`src/rtl/uart_tx_fifo.sv`:
```
// uart_tx_fifo: byte FIFO feeding an 8N1 UART transmitter.
// Accepts characters over a valid/ready handshake, buffers them in a circular
// FIFO and shifts them out LSB first at CLKS_PER_BIT clocks per bit.
// Optional feature: define UART_TX_CRLF_EN to expand each LF into CR LF on the line.
module uart_tx_fifo #(
  parameter int unsigned CLKS_PER_BIT = 868,
  parameter int unsigned FIFO_DEPTH   = 16
) (
  input  logic                          clk_in,
  input  logic                          rst_in,
  input  logic [7:0]                    char_in,
  input  logic                          char_in_valid,
  output logic                          char_in_ready,
  output logic                          tx_out,
  output logic                          busy,
  output logic [$clog2(FIFO_DEPTH):0]   fifo_count
);

  localparam int unsigned PtrW  = $clog2(FIFO_DEPTH);
  localparam int unsigned CntW  = PtrW + 1;
  localparam int unsigned BaudW = $clog2(CLKS_PER_BIT);

  localparam logic [1:0] StIdle  = 2'd0;
  localparam logic [1:0] StStart = 2'd1;
  localparam logic [1:0] StData  = 2'd2;
  localparam logic [1:0] StStop  = 2'd3;

  logic [7:0]       mem_q [FIFO_DEPTH];
  logic [PtrW-1:0]  wr_ptr_q, rd_ptr_q;
  logic [CntW-1:0]  count_q;

  logic [1:0]       state_q, state_d;
  logic [BaudW-1:0] baud_q, baud_d;
  logic [2:0]       bit_idx_q, bit_idx_d;
  logic [7:0]       data_q, data_d;
  logic             tx_q, tx_d;

  logic             push, pop, load;
  logic             fifo_empty, baud_done;
  logic [7:0]       head;

`ifdef UART_TX_CRLF_EN
  logic             cr_sent_q, cr_sent_d;
`endif

  assign fifo_empty    = (count_q == '0);
  assign char_in_ready = (count_q != CntW'(FIFO_DEPTH));
  assign push          = char_in_valid && char_in_ready;
  assign head          = mem_q[rd_ptr_q];
  assign baud_done     = (baud_q == BaudW'(CLKS_PER_BIT - 1));

  assign tx_out     = tx_q;
  assign busy       = (state_q != StIdle) || !fifo_empty;
  assign fifo_count = count_q;

  // FIFO storage; contents are discarded on reset by clearing the pointers.
  always_ff @(posedge clk_in) begin
    if (push) begin
      mem_q[wr_ptr_q] <= char_in;
    end
  end

  // FIFO pointers and occupancy.
  always_ff @(posedge clk_in or posedge rst_in) begin
    if (rst_in) begin
      wr_ptr_q <= '0;
      rd_ptr_q <= '0;
      count_q  <= '0;
    end else begin
      if (push) wr_ptr_q <= wr_ptr_q + 1'b1;
      if (pop)  rd_ptr_q <= rd_ptr_q + 1'b1;
      case ({push, pop})
        2'b10:   count_q <= count_q + 1'b1;
        2'b01:   count_q <= count_q - 1'b1;
        default: count_q <= count_q;
      endcase
    end
  end

  // Serializer next-state: start/data/stop sequencing and byte loading.
  always_comb begin
    state_d   = state_q;
    baud_d    = baud_q;
    bit_idx_d = bit_idx_q;
    data_d    = data_q;
    tx_d      = tx_q;
    load      = 1'b0;
    pop       = 1'b0;
`ifdef UART_TX_CRLF_EN
    cr_sent_d = cr_sent_q;
`endif

    case (state_q)
      StIdle: begin
        tx_d = 1'b1;
        if (!fifo_empty) load = 1'b1;
      end
      StStart: begin
        if (baud_done) begin
          state_d   = StData;
          baud_d    = '0;
          bit_idx_d = 3'd0;
          tx_d      = data_q[0];
        end else begin
          baud_d = baud_q + 1'b1;
        end
      end
      StData: begin
        if (baud_done) begin
          baud_d = '0;
          if (bit_idx_q == 3'd7) begin
            state_d = StStop;
            tx_d    = 1'b1;
          end else begin
            bit_idx_d = bit_idx_q + 3'd1;
            tx_d      = data_q[bit_idx_q + 3'd1];
          end
        end else begin
          baud_d = baud_q + 1'b1;
        end
      end
      StStop: begin
        if (baud_done) begin
          // Chain straight into the next start bit when data is waiting.
          if (!fifo_empty) begin
            load = 1'b1;
          end else begin
            state_d = StIdle;
            baud_d  = '0;
          end
        end else begin
          baud_d = baud_q + 1'b1;
        end
      end
      default: begin
        state_d = StIdle;
        baud_d  = '0;
        tx_d    = 1'b1;
      end
    endcase

    if (load) begin
      state_d = StStart;
      baud_d  = '0;
      tx_d    = 1'b0;
`ifdef UART_TX_CRLF_EN
      // An LF at the head first produces a CR frame and stays queued.
      if (head == 8'h0A && !cr_sent_q) begin
        data_d    = 8'h0D;
        cr_sent_d = 1'b1;
      end else begin
        data_d    = head;
        pop       = 1'b1;
        cr_sent_d = 1'b0;
      end
`else
      data_d = head;
      pop    = 1'b1;
`endif
    end
  end

  // Serializer state; reset aborts any frame and forces the line idle.
  always_ff @(posedge clk_in or posedge rst_in) begin
    if (rst_in) begin
      state_q   <= StIdle;
      baud_q    <= '0;
      bit_idx_q <= 3'd0;
      data_q    <= 8'h00;
      tx_q      <= 1'b1;
    end else begin
      state_q   <= state_d;
      baud_q    <= baud_d;
      bit_idx_q <= bit_idx_d;
      data_q    <= data_d;
      tx_q      <= tx_d;
    end
  end

`ifdef UART_TX_CRLF_EN
  // Remembers that the CR for the LF at the head has already gone out.
  always_ff @(posedge clk_in or posedge rst_in) begin
    if (rst_in) cr_sent_q <= 1'b0;
    else        cr_sent_q <= cr_sent_d;
  end
`endif

endmodule
```
`config.mk`:
```
export PLATFORM = sky130hd
export DESIGN_NAME = uart_tx_fifo
export DESIGN_NICKNAME = d
export VERILOG_FILES = /design/src/rtl/uart_tx_fifo.sv
export SDC_FILE = /design/constraint.sdc
export NUM_CORES = 1
export LEC_CHECK = 0
export ABC_AREA = 0
export BUFFER_PORTS_ARGS = -buffer_cell sky130_fd_sc_hd__buf_2
export CORE_UTILIZATION = 54
export CTS_CLUSTER_DIAMETER = 80
export CTS_CLUSTER_SIZE = 20
export DETAILED_ROUTE_END_ITERATION = 10
export PLACE_DENSITY = 0.82
export SLEW_MARGIN = 10
export SYNTH_ARGS = -nofsm -noshare
export SYNTH_HDL_FRONTEND = slang
export SYNTH_SLANG_ARGS = --single-unit
```
`constraint.sdc`:
```
create_clock -name clk_in -period 4 [get_ports clk_in]
set_input_delay 0.6 -clock clk_in [delete_from_list [all_inputs] [get_ports clk_in]]
set_output_delay 0.6 -clock clk_in [all_outputs]
set_load 0.02 [all_outputs]
```
==> reports/metrics.csv <==
stage;metric;value;unit
status;outcome;finished, final reports clean;
setup_path;r2r_slack;0.50;ns
timing;fin_crit;3.50;ns
cts;insertion_delay;0.44;ns
power;finalPower;4.21;mW
placed_design;dpl.hpwl;8750;um
power;swShare;27.9;%
power;vdd_ir_drop_max;0.427;mV
die;chipHeight;116;um
drt;viasPerCell;6.07;
drt;avgRoutedWirePerCell;21.5;um
final_layout;final_layout_size_suffix_gt1_share;22.0;%
grt;grt_max_degree;21;
yosys;yosys.area.top_type;edfxtp_1;
yosys;synth_area_per_cell;16.0;sq um
power;pwr_density_cell;531;nW/um^2
setup_path;cp.arrival;3.85;ns
power;p_leak;2.84;nW
timing;fin_worst_skew;0.0100;ns
yosys;synth.most_common_cell;edfxtp_1;
cts;cts_hold_buf;0;
yosys;ys_seq_elements;165;
yosys;synth_area_leaders;edfxtp_1 55%, dfrtp_1 13%, mux4_2 11%, ha_1 3.0%, o21ai_0 2.1%;
final_layout;ff_latch_area;4770;sq um
setup_path;critical_path_class;register to register;
drt;wl_met1;5510;um
power;combPwrFrac;10.4;%
timing;slew_viol_final;0;
final_layout;antenna_cells;0;
drt;first_iter_violations;352;
drt;met3WireLength;805;um
placed_design;gp_congestion;0.777;
placed_design;dpl-instance-area;7320;sq um
setup_path;cp-end-kind;register;
yosys;async_reset_ff_share;22.4;%
timing;setup_viol;0;
yosys;yosysSeqAreaShare;67.9;%
power;clkPwrFrac;38.5;%
cts;post_cts_resized;0;
final_layout;finish.utilization;62.6;%
setup_path;start_kind;register;
final_layout;stdcell_area;7930;sq um
timing;hold_viol;0;
timing;tns;0;ns
timing;timing.hold.ws;0.309;ns
timing;max_freq;0.285;GHz
yosys;yosys_warnings;0;
die;die_w;116;um
placed_design;port_buffers;18;
drt;wl_met2;7440;um
grt;grt_use_total;23.1;%
die;num_rows;41;
cts;cts_buffers;17;
job;cap_violations;0;
cts;cts_tree;done;
yosys;syn_area;7030;sq um
final_layout;nets;493;
setup_path;critPathMaxFanout;17;
yosys;synthTopCellsByCount;128 x edfxtp_1, 38 x nand2_1, 36 x dfrtp_1;
yosys;syn_inst;439;
hold_path;hold_class;input pin to async pin;
yosys;synthDistinctLibCells;49;
final_layout;multiInputGateArea;2120;sq um
final_layout;fillers;879;
timing;maxSlewHeadroom;38.0;%
yosys;syn-num-nets;467;
power;power.share.sequential;51.0;%
die;die_area;13500;sq um
yosys;yosysTopAreaCellShare;54.7;%
power;p_sw;1.18;mW
drt;num_vias;3943;
grt;antenna_found_initial;0;
cts;root_buffer;clkbuf_16;
grt;overflow;0;
drt;firstDrtPassIters;7;
timing;tightest_slew;0.927;ns
die;start_util;55.5;%
cts;cts_max_path_buffers;2;
die;core;12700;sq um
cts;clk_pin_slew;0.07;ns
cts;clock-sinks;165;
cts;postCtsSetupBuffers;0;
grt;grt_pass1_vias;3992;
timing;rsz0062_at_grt;false;
grt;grt_pass1_wl;22000;um
die;io_pins;19;
yosys;synth_edf_count;128;
cts;h-tree-depth;4;
drt;ant_nets;0;
drt;drcViolationCount;0;
setup_path;cp_data_required_time;4.35;ns
yosys;synth_ff_type;edfxtp_1;
final_layout;syn2layout_area_growth;12.8;%
power;p_int;3.04;mW
drt;top_layer;met4;
drt;drt_wl_total;14000;um
timing;fin_crit_sh;87.6;%
final cells by class:
type	count	area share, %
clock buffer	17	5.37
clock inverter	15	2.30
inverter	11	0.521
multi-input combinational	241	26.7
sequential	165	60.2
tap	172	2.71
timing repair buffer	29	2.18
power by group through the flow:
| stage | logic, mW | clock network [mW] | registers (mW) |
|---|---|---|---|
| floorplan | 0.309 | 0 | 2.15 |
| global placement | 0.420 | 0 | 2.17 |
| detailed placement | 0.436 | 0 | 2.18 |
| CTS | 0.444 | 1.63 | 2.15 |
| global route | 0.482 | 1.70 | 2.17 |
| finish | 0.439 | 1.62 | 2.15 |
registers in the layout (all words and copies together) (netlist names):
register,count
baud_q,10
bit_idx_q,3
data_q,8
fifo_count,5
mem_q,128
rd_ptr_q,4
state_q,2
tx_out,1
wr_ptr_q,4
per-layer routing:
| metal | up-vias | GRT usage, % |
|---|---|---|
| met5 | - | 0 |
| met4 | 0 | 8.38 |
| met3 | 20 | 5.29 |
| met2 | 129 | 39.1 |
| met1 | 2037 | 29.6 |
| li1 | 1757 | - |
cell families (layout without fill, tap and decap cells):
| family | after synthesis | after routing | share of synthesized area (%) |
|---|---|---|---|
| muxes | 40 | 40 | 11.9 |
| xor gates and xnor gates | 12 | 12 | 1.50 |
| buffers and inverters | 33 | 72 | 1.99 |
| AOI/OAI and AO/OA | 66 | 66 | 6.18 |
| and+or+nand+nor | 106 | 106 | 7.56 |
| adders and majority gates | 17 | 17 | 3.03 |
| DFF | 165 | 165 | 67.9 |
worst max-delay path, cell delays in order, from the launching register on:
cell and delay, ns:
dfrtp_1 0.39, ha_1 0.22, or4b_4 0.49, nor4_4 0.21, buf_4 0.25, a41oi_1 0.17
inv_1 0.23, ha_1 0.40, xor2_1 0.18, ha_1 0.21, nand2_1 0.07, nor2_1 0.09
o21ai_0 0.09, a31oi_1 0.26, xnor2_1 0.15
path summary, 6_finish.rpt:
path	startpoint	endpoint	cells after the start
worst max-delay path	baud_q[0]$_DFFE_PP0P_	fifo_count[4]$_DFFE_PP0P_	14
worst min-delay path	rst_in	wr_ptr_q[3]$_DFFE_PP0P_	2
worst max register to register	baud_q[0]$_DFFE_PP0P_	fifo_count[4]$_DFFE_PP0P_	14
worst min register to register	baud_q[9]$_DFFE_PP0P_	baud_q[9]$_DFFE_PP0P_	1
max in group asynchronous	rst_in	tx_out$_DFFE_PP1P_	3
min in group clk_in	baud_q[9]$_DFFE_PP0P_	baud_q[9]$_DFFE_PP0P_	1
metrics by stage:
stage	std cells	worst slack (ns)
5_1_grt	650	0.222
6_report	650	0.497
3_3_place_gp	618	0.814
4_1_cts	650	0.518
3_5_place_dp	618	0.675
2_1_floorplan	439	0.947
placed cells by master, fill, tap and decap left out, drive strengths merged, types with 4 or more instances in the layout:
cell    Yosys  layout
edfxtp    128     128
nand2      38      38
dfrtp      36      36
mux4       34      34
o21ai      34      34
buf        16      29
nor2       20      20
ha         17      17
clkbuf      6      17
inv        11      17
nor3       13      13
xnor2       9       9
a22o        8       8
a221oi      8       8
clkinv      0       8
nand3       5       5
nor2b       4       4
nand2b      4       4
and2        4       4
nand4       4       4
mux2        4       4
(Power assumes the default switching activity.)
